`src/rtl/ahim_config_pkg.sv`:
```
// Shared configuration for the AHIM result path: buffer depth, data widths
// and the result FILO controller state type.
package ahim_config_pkg;

  localparam int FILO_DEPTH     = 32;
  localparam int PIO_DATA_WIDTH = 32;
  localparam int UINT8_WIDTH    = 8;

  typedef enum logic [1:0] {
    FILL  = 2'd0,
    READY = 2'd1,
    DRAIN = 2'd2
  } filo_state_t;

endpackage

```
`src/rtl/result_filo_if.sv`:
```
// Producer/consumer bundle for the result FILO. The master side is the
// frame source and consumer control; the slave side is the buffer itself.
interface result_filo_if #(
  parameter int DW = ahim_config_pkg::PIO_DATA_WIDTH,
  parameter int HW = ahim_config_pkg::UINT8_WIDTH
);
  logic          Clear_buff;
  logic          push;
  logic [DW-1:0] push_data;
  logic          frame_done;
  logic          pop;
  logic          tx_done;
  logic [DW-1:0] filo_q;
  logic [HW-1:0] headcount;
  logic          tx_ready;
  logic          full;
  logic          empty;
  logic          overflow;
  logic          underflow;

  modport master (
    output Clear_buff, push, push_data, frame_done, pop, tx_done,
    input  filo_q, headcount, tx_ready, full, empty, overflow, underflow
  );

  modport slave (
    input  Clear_buff, push, push_data, frame_done, pop, tx_done,
    output filo_q, headcount, tx_ready, full, empty, overflow, underflow
  );
endinterface

```
`src/rtl/result_filo.sv`:
```
// Result line stack: a frame is pushed, closed by frame_done, then popped
// top-first by the consumer until tx_done releases the buffer.
//
// state | meaning
// FILL  | accepting pushes; frame_done with lines stored closes the frame
// READY | frame closed, nothing popped yet; tx_ready asserted
// DRAIN | consumer popping lines; tx_ready asserted until tx_done
module result_filo #(
  parameter int FILO_DEPTH = ahim_config_pkg::FILO_DEPTH
) (
  input logic          clk_in,
  input logic          rst_n,
  result_filo_if.slave bus
);
  import ahim_config_pkg::*;

  localparam int SP_W  = $clog2(FILO_DEPTH) + 1;
  localparam int IDX_W = $clog2(FILO_DEPTH);
  localparam logic [SP_W-1:0] DEPTH_SP = SP_W'(FILO_DEPTH);
  localparam logic [SP_W-1:0] ONE_SP   = SP_W'(1);

  logic [PIO_DATA_WIDTH-1:0] mem [FILO_DEPTH];

  filo_state_t            state, state_nxt;
  logic [SP_W-1:0]        sp, sp_nxt;
  logic [UINT8_WIDTH-1:0] headcount, headcount_nxt;
  logic                   overflow, overflow_nxt;
  logic                   underflow, underflow_nxt;
  logic                   wr_en;
  logic                   full, empty;
  logic [IDX_W-1:0]       top_idx;

  assign full    = (sp == DEPTH_SP);
  assign empty   = (sp == '0);
  assign top_idx = IDX_W'(sp - ONE_SP);

  always_comb begin
    state_nxt     = state;
    sp_nxt        = sp;
    headcount_nxt = headcount;
    overflow_nxt  = overflow;
    underflow_nxt = underflow;
    wr_en         = 1'b0;

    if (bus.Clear_buff) begin
      state_nxt     = FILL;
      sp_nxt        = '0;
      headcount_nxt = '0;
      overflow_nxt  = 1'b0;
      underflow_nxt = 1'b0;
    end else if (bus.tx_done && state != FILL) begin
      state_nxt     = FILL;
      sp_nxt        = '0;
      headcount_nxt = '0;
    end else begin
      if (bus.pop) begin
        if (state != FILL && !empty) begin
          sp_nxt = sp - ONE_SP;
          if (state == READY) state_nxt = DRAIN;
        end else begin
          underflow_nxt = 1'b1;
        end
      end
      if (bus.push) begin
        if (state == FILL && !full) begin
          wr_en  = 1'b1;
          sp_nxt = sp + ONE_SP;
        end else begin
          overflow_nxt = 1'b1;
        end
      end
      // sp_nxt already includes a same-cycle push, so it becomes the count
      if (bus.frame_done && state == FILL && sp_nxt != '0) begin
        state_nxt     = READY;
        headcount_nxt = UINT8_WIDTH'(sp_nxt);
      end
    end
  end

  always_ff @(posedge clk_in or negedge rst_n) begin
    if (!rst_n) begin
      state     <= FILL;
      sp        <= '0;
      headcount <= '0;
      overflow  <= 1'b0;
      underflow <= 1'b0;
    end else begin
      state     <= state_nxt;
      sp        <= sp_nxt;
      headcount <= headcount_nxt;
      overflow  <= overflow_nxt;
      underflow <= underflow_nxt;
    end
  end

  // Storage carries no reset; the empty mask on filo_q hides stale lines.
  always_ff @(posedge clk_in) begin
    if (wr_en) mem[IDX_W'(sp)] <= bus.push_data;
  end

  assign bus.filo_q    = empty ? '0 : mem[top_idx];
  assign bus.headcount = headcount;
  assign bus.tx_ready  = (state != FILL);
  assign bus.full      = full;
  assign bus.empty     = empty;
  assign bus.overflow  = overflow;
  assign bus.underflow = underflow;

endmodule

```
`src/flat_wrapper.sv`:
```
// flat-port wrapper written by rule: the top's interface ports become plain ports
module result_filo_flat import ahim_config_pkg::*;
#(
  parameter int FILO_DEPTH = ahim_config_pkg::FILO_DEPTH
)
  (clk_in, rst_n, bus_Clear_buff, bus_push, bus_push_data, bus_frame_done, bus_pop, bus_tx_done, bus_filo_q, bus_headcount, bus_tx_ready, bus_full, bus_empty, bus_overflow, bus_underflow);
  result_filo_if bus_i ();
  input logic clk_in;
  input logic rst_n;
  input wire logic [$bits(bus_i.Clear_buff)-1:0] bus_Clear_buff;
  input wire logic [$bits(bus_i.push)-1:0] bus_push;
  input wire logic [$bits(bus_i.push_data)-1:0] bus_push_data;
  input wire logic [$bits(bus_i.frame_done)-1:0] bus_frame_done;
  input wire logic [$bits(bus_i.pop)-1:0] bus_pop;
  input wire logic [$bits(bus_i.tx_done)-1:0] bus_tx_done;
  output wire logic [$bits(bus_i.filo_q)-1:0] bus_filo_q;
  output wire logic [$bits(bus_i.headcount)-1:0] bus_headcount;
  output wire logic [$bits(bus_i.tx_ready)-1:0] bus_tx_ready;
  output wire logic [$bits(bus_i.full)-1:0] bus_full;
  output wire logic [$bits(bus_i.empty)-1:0] bus_empty;
  output wire logic [$bits(bus_i.overflow)-1:0] bus_overflow;
  output wire logic [$bits(bus_i.underflow)-1:0] bus_underflow;
  assign bus_i.Clear_buff = bus_Clear_buff;
  assign bus_i.push = bus_push;
  assign bus_i.push_data = bus_push_data;
  assign bus_i.frame_done = bus_frame_done;
  assign bus_i.pop = bus_pop;
  assign bus_i.tx_done = bus_tx_done;
  assign bus_filo_q = bus_i.filo_q;
  assign bus_headcount = bus_i.headcount;
  assign bus_tx_ready = bus_i.tx_ready;
  assign bus_full = bus_i.full;
  assign bus_empty = bus_i.empty;
  assign bus_overflow = bus_i.overflow;
  assign bus_underflow = bus_i.underflow;
  result_filo #(.FILO_DEPTH(FILO_DEPTH)) u_core (.clk_in(clk_in), .rst_n(rst_n), .bus(bus_i));
endmodule
```
`config.mk`:
```
export PLATFORM = sky130hd
export DESIGN_NAME = result_filo_flat
export DESIGN_NICKNAME = d
export VERILOG_FILES = /design/src/rtl/ahim_config_pkg.sv /design/src/rtl/result_filo_if.sv /design/src/rtl/result_filo.sv /design/src/flat_wrapper.sv
export SDC_FILE = /design/constraint.sdc
export NUM_CORES = 1
export LEC_CHECK = 0
export BUFFER_PORTS_ARGS = -buffer_cell sky130_fd_sc_hd__buf_2
export CORE_UTILIZATION = 45
export DETAILED_ROUTE_END_ITERATION = 10
export PLACE_DENSITY = 0.68
export SLEW_MARGIN = 0
export SYNTH_ARGS = -nofsm -noshare
export SYNTH_HDL_FRONTEND = slang
export SYNTH_SLANG_ARGS = --single-unit
```
`constraint.sdc`:
```
create_clock -name clk_in -period 3.9 [get_ports clk_in]
set_clock_uncertainty 0.1 [all_clocks]
set_input_delay 0 -clock clk_in [delete_from_list [all_inputs] [get_ports clk_in]]
set_output_delay 0 -clock clk_in [all_outputs]
set_load 0.01 [all_outputs]
```
======== Word level (Yosys, flattened, before mapping) ========
Memory sizes are Yosys's and may differ from the RTL's.
Cells that the tools add are included.
word-level totals
  flip-flop bits (word level) ............. 18
  RAM bits ................................ 1024
  bits of input ports ..................... 39
  memories kept ........................... 1
memories
  name        words  width  read ports  clocked after Yosys merged registers in  wr ports  RTL line           text
  u_core.mem  32     32     1           0                                        1         result_filo.sv:22  logic [PIO_DATA_WIDTH-1:0] mem [FILO_DEPTH];
cells by class
  add/subtract/negate cells ............... 2
  eq/ne operators ......................... 5
  muxes and demuxes ....................... 32
  reductions and logical operators ........ 20
operator list
  cell                   number
  $mux W6                8
  $mux W32               1
  $mux W8                3
  $mux W1                14
  $mux W2                6
  $reduce_bool A4 Y1     3
  $reduce_and A3 Y1      3
  $add A6 B1 Y6 const B  1
  $eq A6 B6 Y1 const B   1
  $logic_not A6 Y1       1
  $ne A2 B2 Y1 const B   3
  $reduce_bool A2 Y1     3
  $reduce_bool A6 Y1     1
  $sub A6 B1 Y6 const B  1
  $logic_and A1 B1 Y1    5
  $reduce_bool A3 Y1     1
  $eq A2 B1 Y1 const B   1
  $logic_not A1 Y1       2
  $logic_not A2 Y1       1

======== Longest topological paths before layout ========
  depth in word-level cells ............... 14
  depth in mapped cells ................... 11
  depth with buffers taken out ............ 8

======== Least setup slack after synthesis ========
Ideal clock, no wire load.
  path kind ............................... register to register
  from .................................... register u_core.sp[0]
  to ...................................... memory u_core.mem[13][0], enable pin
  setup time .............................. 0.421 ns
  arrival ................................. 3.030 ns
  required time ........................... 3.379 ns
  slack ................................... 0.349 ns
  stages on the path, launching flop included .. 10
  clock period less this slack ............ 3.551 ns
  cells stage by stage .................... dfrtp_1 > buf_2 > buf_2 > inv_1 > ha_1 > nand2_1 > o21ai_2 > nor2_1 > nand2_1 > nor2_1
between the ends
  longest elaborated chain between the ends .. 9
RTL lines
  what                           RTL line           text
  start: declaration             result_filo.sv:25  logic [SP_W-1:0] sp, sp_nxt;
  start signal: assignment       result_filo.sv:89  sp <= sp_nxt;
  $eq A6 B6 Y1                   result_filo.sv:33  assign full = (sp == DEPTH_SP);
  $logic_not A1 Y1               result_filo.sv:65  if (state == FILL && !full) begin
  $logic_and A1 B1 Y1            result_filo.sv:65
  $mux W1                        result_filo.sv:65
  $mux W1                        result_filo.sv:64  if (bus.push) begin
  $mux W1                        result_filo.sv:51  end else if (bus.tx_done && state != FILL) begin
  $mux W1                        result_filo.sv:45  if (bus.Clear_buff) begin
  $mux W1                        result_filo.sv:98  if (wr_en) mem[IDX_W'(sp)] <= bus.push_data;
  $mux W1 (not written as such)  result_filo.sv:98
  end: declaration               result_filo.sv:22
Parallel ways exist; a longest one is shown, timed or not.

======== Worst setup path after layout ========
  from .................................... register u_core.sp[1]
  to ...................................... output port bus_filo_q[11]
between the ends
  longest elaborated chain between the ends .. 3
  elaborated cells on any way between the ends .. 4
RTL lines
  what              RTL line            text
  $sub A6 B1 Y6     result_filo.sv:35   assign top_idx = IDX_W'(sp - ONE_SP);
  $mem_v2 Z32 W32   n/a
  $mux W32 (*)      result_filo.sv:101  assign bus.filo_q = empty ? '0 : mem[top_idx];
  end: declaration  flat_wrapper.sv:16  output wire logic [$bits(bus_i.filo_q)-1:0] bus_filo_q;
Every way passes the cells marked *; elsewhere a longest branch is shown, timed or not.

==> metrics.md <==
| Metric | Value |
|---|---|
| Outcome | `finished clean` |
| Antenna viol nets, final | `0` |
| Cell Area, Synth | `about 40000 µm²` |
| # DRC | `0` |
| Final net count | `approximately 2000` |
| Detailed Route Iter0 Violations | `between 2000 and 2500` |
| Met3 global-route usage | `0.0502` |
| Area share of the largest cell type after synthesis | `0.766` |
| DP HPWL | `between 50000 and 60000 µm` |
| Final global-route overflow total | `0` |
| Crit. Startpoint | `u_core.sp[1]` |
| Area leader, netlist | `edfxtp_1` |
| Clk sinks | `1040` |
| Critical setup path kind | `register to primary output` |
| Core Region | `around 88000 µm²` |
| Max-Cap Viols | `0` |
| Least-Margin Pin Slew | `0.876 ns` |
| Drt wl/cell | `between 30 and 40 µm` |
| FF+latch count, synth | `~1000` |
| Share of cells above drive strength 1 | `0.348` |
| Complex-gate fraction of the synthesized area | `0.0104` |
| R2R depth | `9` |
| Reg-to-Reg End | `u_core.bus.headcount[5]` |
| Global-route wire length before repair | `139000 µm` |
| RR Startpoint | `u_core.sp[0]` |
| Post-synthesis adder-cell area fraction | `0.00156` |
| Async S/R FF share, synth | `0.0154` |
| Die Ht | `301 µm` |
| Global route hottest layer | `met2` |
| Data arrival, critical path | `between 3 and 4 ns` |
| Largest net degree at the start of global routing | `66` |
| CP max stage delay | `around 0.49 ns` |
| CTS buffer count | `slightly below 100` |
| DR vias/cell | `6.09` |
| Starting Density | `0.454` |
| CTS tree | `done` |
| Fmax | `between 200 and 300 MHz` |
| Min Tclk post-route | `roughly 3.7 ns` |
| Fin Hold WS | `approximately 0.089 ns` |
| Slowest CP cell | `dfrtp_1` |
| Clock latency on the worst-skew pair | `between 0.6 and 0.7 ns` |
| CTS clock-pin slew for the worst setup and hold paths | `0.06 ns` |
| Crit path buffers/inverters | `4` |
| Initial antenna violation count | `2` |
| Layout filler cell count | `approximately 6600` |
| Pwr per Cell Area | `approximately 630 nW/µm²` |
| Cell family with most CP delay | `buffers and inverters` |
| Design Power | `about 30 mW` |
| WP data required | `roughly 3.8 ns` |
| Max Root-Sink Buffers | `3` |
| Final critical-path share of the clock period | `0.941` |
| Cells after synthesis | `around 1700` |
| Pre-antenna DRT Iters | `5` |
| Final setup vio count | `0` |
| Critical Path Start Type | `register` |
| GRT Util Overall | `0.218` |
| Final Hold Fails | `0` |
| Hold WC Path Type | `primary input to register` |
| WL final | `between 90000 and 100000 µm` |
| Most frequent cells in the layout | `edfxtp_1 (1024), mux4_2 (320), clkbuf_16 (100), nand2_1 (84), buf_2 (81)` |
| H-tree depth | `3` |
| Crit-path cells | `inv_1 > ha_4 > buf_12 > buf_12 > mux4_2 > mux4_2 > nand2_1 > a21oi_1 > buf_2` |
| Hold path depth | `3` |
| Commonest non-fill, non-tap cell in the layout | `edfxtp_1` |
| I/O Buffers | `81` |
| CP Capture Type | `primary output` |
| Die ar. | `roughly 90000 µm²` |
| Synth Area in Simple Gates | `0.0178` |
| Synth top area cells | `edfxtp_1 (77%), mux4_2 (18%), dfrtp_1 (1.0%)` |
| Distinct cells, synth | `between 50 and 60` |
| Peak VDD IR | `0.524 mV` |
| Root Driver | `clkbuf_16` |
| Sequential share of the synthesized area | `0.776` |
| Dominant synthesized flop cell | `edfxtp_1` |
| Hold path startpoint | `bus_Clear_buff` |
| Core Rows | `109` |
| Reg2reg setup slack | `just under 0.6 ns` |
| Synth warn | `0` |
| Vias in the first global route | `a little under 20000` |
| Mux cell area share after synthesis | `0.180` |
| Crit. path cell count | `9` |
| RSZ-0062 raised after global routing | `false` |
| Met1 usage | `0.307` |
| Layout area overhead | `16.5%` |
| Met2 Use GR | `0.348` |
| Critical Path Fanout Max | `35` |
| Max transition margin | `0.416` |
| Pleak | `between 10 and 15 nW` |
| Syn avg cell area | `around 24 µm²` |
| Slew Viols, Final | `0` |
| Setup TNS | `0 ns` |
| Worst Hold End | `u_core.state[0]` |
| GPL Wtd Cong | `between 0.8 and 0.9` |
| I/O Pins | `between 80 and 90` |
| Vias | `~19000` |
| Die W | `between 300 and 400 µm` |
| Largest family of logic cells by synthesized area | `multiplexers` |
| XOR/XNOR share of the synthesized area | `0.00209` |
| EDFF count, synth | `between 1000 and 1500` |
## layer usage
layer  routed length [µm]  vias to the layer above  part of all wire
li1                     -                     7740                 -
met2                47500                      982              0.49
met1                38800                    10600              0.40
met4                 2220                        0             0.023
met5                    0                        -                 0
met3                 9090                      138             0.093
## tightest hold or removal path: stages
cell and delay [ns]:
dlygate4sd3_1 0.52, buf_2 0.14, o21ba_1 0.15
## cell families (layout without fill, tap and decap cells)
kind of cell,Yosys count,in the layout
xor gates and xnor gates,7,7
buffers and inverters,93,420
and+or+nand+nor,163,163
adders and majority gates,5,5
muxes,323,323
AOI/OAI and AO/OA,62,62
other,1,3
DFF,1040,1040
## timing repair
action	in CTS	in global routing
buffers inserted	5	4
endpoints found under the hold margin	1056	0
resized for setup	4	3
gates cloned	1	1
setup endpoints to repair	26	17
pin swaps	2	0
hold buffers	45	0
## report_power, final
part | switching [mW] | total (mW) | internal (mW)
registers | 0.0540 | 12.5 | 12.4
clock network | 4.08 | 9.36 | 5.28
logic | 4.14 | 7.81 | 3.66
## worst max-delay path by stage
stage,end
floorplan,u_core.mem[13][0]
global placement,bus_filo_q[20]
detailed placement,bus_filo_q[20]
CTS,bus_filo_q[6]
global route,bus_filo_q[19]
finish,bus_filo_q[11]
## area by class of cell
| type | instances | area (µm²) | area share |
|---|---|---|---|
| antenna | 1 | 2.50 | 0.0000535 |
| multi-input combinational | 562 | 8840 | 0.189 |
| tap | 1165 | 1460 | 0.0312 |
| clock inverter | 57 | 571 | 0.0122 |
| clock buffer | 122 | 2560 | 0.0548 |
| inverter | 6 | 22.5 | 0.000481 |
| timing repair buffer | 235 | 2170 | 0.0464 |
| sequential | 1040 | 31200 | 0.666 |
## registers in the layout, summed over array words and instances (netlist names)
signal / count
u_core.bus.headcount: 6
u_core.bus.overflow: 1
u_core.state: 2
u_core.bus.underflow: 1
u_core.sp: 6
u_core.mem: 1024
## Yosys cell counts, types with 3 or more instances
cell,number
buf_6,8
xnor2_1,3
nand2_1,84
ha_1,5
dfrtp_1,16
clkbuf_1,39
a21oi_1,38
mux2i_1,3
buf_2,28
nand4_1,4
mux4_2,320
nand3_1,5
nand3b_1,3
buf_4,12
edfxtp_1,1024
inv_1,6
nor2_1,49
## through the flow
step	std cells	setup WS (ns)	utilization	area (µm²)
floorplan	1695	0.349	-	40200
global placement	2952	0.495	0.487	43000
detailed placement	2952	0.458	0.487	43000
CTS	3182	0.0156	0.529	46700
global route	3187	0.105	0.529	46800
finish	3188	0.231	0.529	46800
No activity file was read; power rests on OpenSTA's default activity.
